**src/rtl/instr_decode.sv**
```systemverilog
// rtl/instr_decode.sv - byte-serial instruction decoder for the 4-bit datapath (optional DECODE_ILLEGAL_TRAP_EN)
module instr_decode (
    input  logic       clk,
    input  logic       rst,
    input  logic       ena,
    input  logic [7:0] data_bus,
    output logic       ack,
    output logic       more,
    output logic [3:0] op_sel,
    output logic [2:0] rd_addr1,
    output logic [2:0] rd_addr2,
    output logic [2:0] wr_addr,
    output logic [3:0] imm,
    output logic       sel_wr_ula,
    output logic       wr_en,
    output logic       halted,
    output logic       trap,
    output logic [7:0] instr_cnt
);

    localparam logic S_IDLE  = 1'b0;
    localparam logic S_WAIT2 = 1'b1;

    localparam logic [3:0] OP_NOP  = 4'h0;
    localparam logic [3:0] OP_LDI  = 4'h8;
    localparam logic [3:0] OP_HALT = 4'hF;

    logic       state;
    logic [3:0] op_q;
    logic [2:0] f_q;
    logic [3:0] opcode;
    logic       two_byte;
    logic       illegal;

    assign opcode   = data_bus[7:4];
    assign two_byte = (opcode != OP_NOP) && (opcode <= OP_LDI);
    assign illegal  = (opcode > OP_LDI) && (opcode != OP_HALT);
    assign more     = (state == S_WAIT2);

`ifdef DECODE_ILLEGAL_TRAP_EN
    logic trap_q;
    assign trap = trap_q;
`else
    assign trap = 1'b0;
`endif

    always_ff @(posedge clk) begin
        if (rst) begin
            state      <= S_IDLE;
            op_q       <= 4'h0;
            f_q        <= 3'h0;
            ack        <= 1'b0;
            op_sel     <= 4'h0;
            rd_addr1   <= 3'h0;
            rd_addr2   <= 3'h0;
            wr_addr    <= 3'h0;
            imm        <= 4'h0;
            sel_wr_ula <= 1'b0;
            wr_en      <= 1'b0;
            halted     <= 1'b0;
            instr_cnt  <= 8'h0;
`ifdef DECODE_ILLEGAL_TRAP_EN
            trap_q     <= 1'b0;
`endif
        end else begin
            ack <= 1'b0;
            if (ena && !halted) begin
                if (state == S_IDLE) begin
                    if (two_byte) begin
                        // Only the opcode and F[2:0] are needed once byte 1 arrives.
                        op_q  <= opcode;
                        f_q   <= data_bus[2:0];
                        state <= S_WAIT2;
                    end else begin
                        ack       <= 1'b1;
                        instr_cnt <= instr_cnt + 8'd1;
                        wr_en     <= 1'b0;
                        if (opcode == OP_HALT)
                            halted <= 1'b1;
`ifdef DECODE_ILLEGAL_TRAP_EN
                        if (illegal) begin
                            trap_q <= 1'b1;
                            halted <= 1'b1;
                        end
`endif
                    end
                end else begin
                    state     <= S_IDLE;
                    ack       <= 1'b1;
                    instr_cnt <= instr_cnt + 8'd1;
                    wr_addr   <= f_q;
                    wr_en     <= 1'b1;
                    if (op_q == OP_LDI) begin
                        imm        <= data_bus[3:0];
                        sel_wr_ula <= 1'b1;
                        op_sel     <= 4'h0;
                    end else begin
                        rd_addr1   <= data_bus[6:4];
                        rd_addr2   <= data_bus[2:0];
                        sel_wr_ula <= 1'b0;
                        op_sel     <= op_q;
                    end
                end
            end
        end
    end

`ifndef DECODE_ILLEGAL_TRAP_EN
    logic unused_illegal;
    assign unused_illegal = illegal;
`endif

endmodule

```
**config.mk**
```make
export PLATFORM = sky130hd
export DESIGN_NAME = instr_decode
export DESIGN_NICKNAME = d
export VERILOG_FILES = /design/src/rtl/instr_decode.sv
export SDC_FILE = /design/constraint.sdc
export NUM_CORES = 1
export LEC_CHECK = 0
export CAP_MARGIN = 20
export CORE_MARGIN = 4
export CORE_UTILIZATION = 45
export CTS_CLUSTER_SIZE = 8
export DETAILED_ROUTE_END_ITERATION = 8
export MAX_ROUTING_LAYER = met4
export PLACE_DENSITY_LB_ADDON = 0.12
export SYNTH_ARGS = -nofsm -noshare
export SYNTH_HDL_FRONTEND = slang
export SYNTH_SLANG_ARGS = --single-unit
```
**constraint.sdc**
```tcl
create_clock -name clk -period 1.9 [get_ports clk]
set_clock_uncertainty 0.1 [all_clocks]
set_input_delay 0.38 -clock clk [delete_from_list [all_inputs] [get_ports clk]]
set_output_delay 0.38 -clock clk [all_outputs]
set_load 0.02 [all_outputs]
```
==> summary.md <==
| Metric | Value |
|---|---|
| Status | `finished, final reports clean` |
| Clock tree buffer depth | `2` |
| Clock latency on the worst-skew pair | `0.34 ns` |
| HPWL Detailed | `2410 µm` |
| Clock transition at the registers of the reported paths | `0.11 ns` |
| Final Hold Slack | `0.361 ns` |
| Largest family of logic cells by synthesized area | `simple AND/OR/NAND/NOR gates` |
| CP Data Arrival Time | `1.36 ns` |
| EDFF count, synth | `0` |
| Power Dens Cells | `742 nW/µm²` |
| Port Buffer Count | `40` |
| Antenna viol nets, final | `0` |
| Multiplexer share of the synthesized area | `0.143` |
| NumNets Final | `212` |
| Hold_buf cts | `0` |
| Hold Vio Cnt, Final | `0` |
| Yosys warning count | `0` |
| Top cells by instance count after synthesis | `37 x dfxtp_1, 28 x nor2_1, 21 x mux2i_1, 10 x a21oi_1, 7 x nand2_1` |
| Top-area cell type share of the netlist area | `0.504` |
| FF-to-FF path depth | `4` |
| Crit path max fanout | `3` |
| Max cap viols | `0` |
| Area leader, netlist | `dfxtp_1` |
| Die span in y | `65.2 µm` |
| H-tree Lvls | `2` |
| Minimum clock period | `1.84 ns` |
| Final count of negative-setup-slack endpoints | `0` |
| Clock Sinks | `37` |
| Die X | `65.2 µm` |
| Crit path launch type | `flip-flop` |
| First-pass GRT wire length | `5510 µm` |
| Initial DRC count | `56` |
| Standard-cell rows | `20` |
| Crit path max-delay cell type | `clkdlybuf4s50_1` |
| Worst Hold Class | `flip-flop to flip-flop` |
| Static leakage | `0.886 nW` |
| Fin util | `0.685` |
| Critical Path Max Stage Delay | `0.63 ns` |
| CP required | `1.42 ns` |
| R2r startpoint | `op_q[2]` |
| Synth Instances | `145` |
| IR drop worst, VDD | `0.605 mV` |
| Flops & latches, synth | `37` |
| CP startpoint | `instr_cnt[4]` |
| Xor/xnor share of the synthesized area | `0.0179` |
| Post-Synth Adder-Cell Area | `0.00851` |
| Largest net degree at the start of global routing | `38` |
| Starting Density | `0.478` |
| Most numerous cell in the Yosys netlist | `dfxtp_1` |
| Syn_nets | `157` |
| Overall routed net length | `3220 µm` |
| Synthesized area | `1470 µm²` |
| Reg2reg setup slack | `0.27 ns` |
| Root Buffer | `clkbuf_4` |
| RSZ-0062 raised after global routing | `false` |
| CTS Buf Count | `5` |
| Initial antenna violation count | `0` |
| Vias | `1206` |
| Die footprint | `4250 µm²` |
| Sequence of cells on the critical path | `clkdlybuf4s50_1` |
| Share of layout cells above drive strength 1 | `0.144` |
| Pins Over Slew Limit | `0` |
| Synth-to-layout area growth | `43.5%` |
| RR Endpoint | `imm[0]` |
| Overall Global Routing Usage | `0.172` |
| Crit path to | `instr_cnt[4]` |
| DR DRC count | `0` |
| Fin crit share | `0.970` |
| Core Region | `3080 µm²` |
| Critical Path End Type | `output port` |
| Synth cell types | `30` |
| Drt wl/cell | `13.2 µm` |
| Ports | `42` |
| 1st-pass router iterations | `4` |
| Clock tree from TritonCTS | `built` |
| Syn Area/Cell | `10.1 µm²` |
| Synth Area in Simple Gates | `0.202` |
| Async set-reset flop share out of synthesis | `0` |
| Vias in the first global route | `1210` |
| Compound-gate portion of the synthesized area | `0.100` |
| Drt via density | `4.92` |
| Reg area | `741 µm²` |
| Area occupied by multi-input gates | `697 µm²` |
| Prevailing post-synth register cell | `dfxtp_1` |
| Synth top area cells | `dfxtp_1 50%, mux2i_1 14%, nor2_1 7.1%, a21oi_1 3.4%, nor4_4 2.9%` |
| Fillers | `263` |
| Register area share after synthesis | `0.504` |
| Bufs and invs on worst path | `1` |
| Gr ovfl total | `0` |
| Fmax | `542 MHz` |
| Crit Path Category | `flip-flop to output port` |
| CP top delay family | `buffers and inverters` |
| Ant. Diodes | `0` |
| Critical path depth | `1` |
| Routability cong. | `0.811` |
[cells in the final DEF, fill, tap and decap left out, drive strengths merged, types with 2 or more instances in the layout]
| cell type | Yosys | routed |
|---|---|---|
| dlygate4sd2 | 0 | 3 |
| a21oi | 10 | 10 |
| mux2i | 21 | 21 |
| o21ai | 4 | 4 |
| dfxtp | 37 | 37 |
| and4b | 2 | 2 |
| clkbuf | 4 | 7 |
| nand2 | 7 | 7 |
| buf | 3 | 15 |
| nor2 | 29 | 29 |
| nand3 | 5 | 5 |
| xor2 | 3 | 3 |
| clkdlybuf4s50 | 0 | 33 |
| or3 | 4 | 4 |
| dlymetal6s2s | 0 | 4 |
| nor4 | 2 | 2 |
| o311ai | 3 | 3 |
[logic make-up after synthesis]
family                     count (synthesis)
and+or+nand+nor                           54
DFF                                       37
AOI/OAI and AO/OA                         21
muxes                                     21
buffers and inverters                      7
xor gates and xnor gates                   3
adders and majority gates                  1
other                                      1
[report_power, final]
part	switching (mW)	internal [mW]
clock	0.247	0.314
sequential	0.0176	0.797
combinational	0.0967	0.0935
total	0.362	1.20
[area by class of cell]
cell class	instances	share of cell area
sequential	37	0.351
multi-input combinational	101	0.330
timing repair buffer	55	0.252
clock buffer	7	0.0261
tap	44	0.0261
clock inverter	1	0.0142
[layer usage]
layer  GRT usage  routed length [µm]  vias up  part of all wire
li1            -                   -      620                 -
met1       0.197                1410      550              0.44
met2       0.287                1570       31              0.49
met3      0.0530                 180        5             0.056
met4      0.0622                  56        0             0.017
met5           -                   0        -                 0
[state kept, by name, indices dropped and copies added, names as in the netlist]
signal	flops
sel_wr_ula	1
ack	1
imm	4
halted	1
rd_addr1	3
more	1
op_q	4
f_q	3
op_sel	4
wr_addr	3
rd_addr2	3
wr_en	1
instr_cnt	8
[how the worst min path moves through the flow]
| stage | from | to | cells after the start |
|---|---|---|---|
| after floorplan | f_q[0] | wr_addr[0] | 2 |
| after global placement | sel_wr_ula | sel_wr_ula | 2 |
| after detailed placement | sel_wr_ula | sel_wr_ula | 2 |
| after CTS | sel_wr_ula | sel_wr_ula | 2 |
| after global routing | sel_wr_ula | sel_wr_ula | 2 |
| final | sel_wr_ula | sel_wr_ula | 2 |
[metrics by stage]
| step | instance area (µm²) | TNS [ns] | instances | worst slack (ns) | total power [mW] |
|---|---|---|---|---|---|
| floorplan | 1470 | 0 | 145 | 0.194 | 0.929 |
| global placement | 2010 | -4.27 | 236 | -0.296 | 1.02 |
| detailed placement | 2010 | -5.62 | 236 | -0.385 | 1.03 |
| CTS | 2100 | 0 | 245 | 0.0131 | 1.58 |
| global route | 2110 | 0 | 245 | 0.00895 | 1.63 |
| finish | 2110 | 0 | 245 | 0.0561 | 1.57 |
[what timing repair did]
item	CTS	global route
resized for setup	3	4
endpoints found under the hold margin	0	0
pin swaps	1	1
endpoints found under the setup margin	3	6
buffers inserted	1	0
Note: power is estimated with default switching activity, not from simulation.
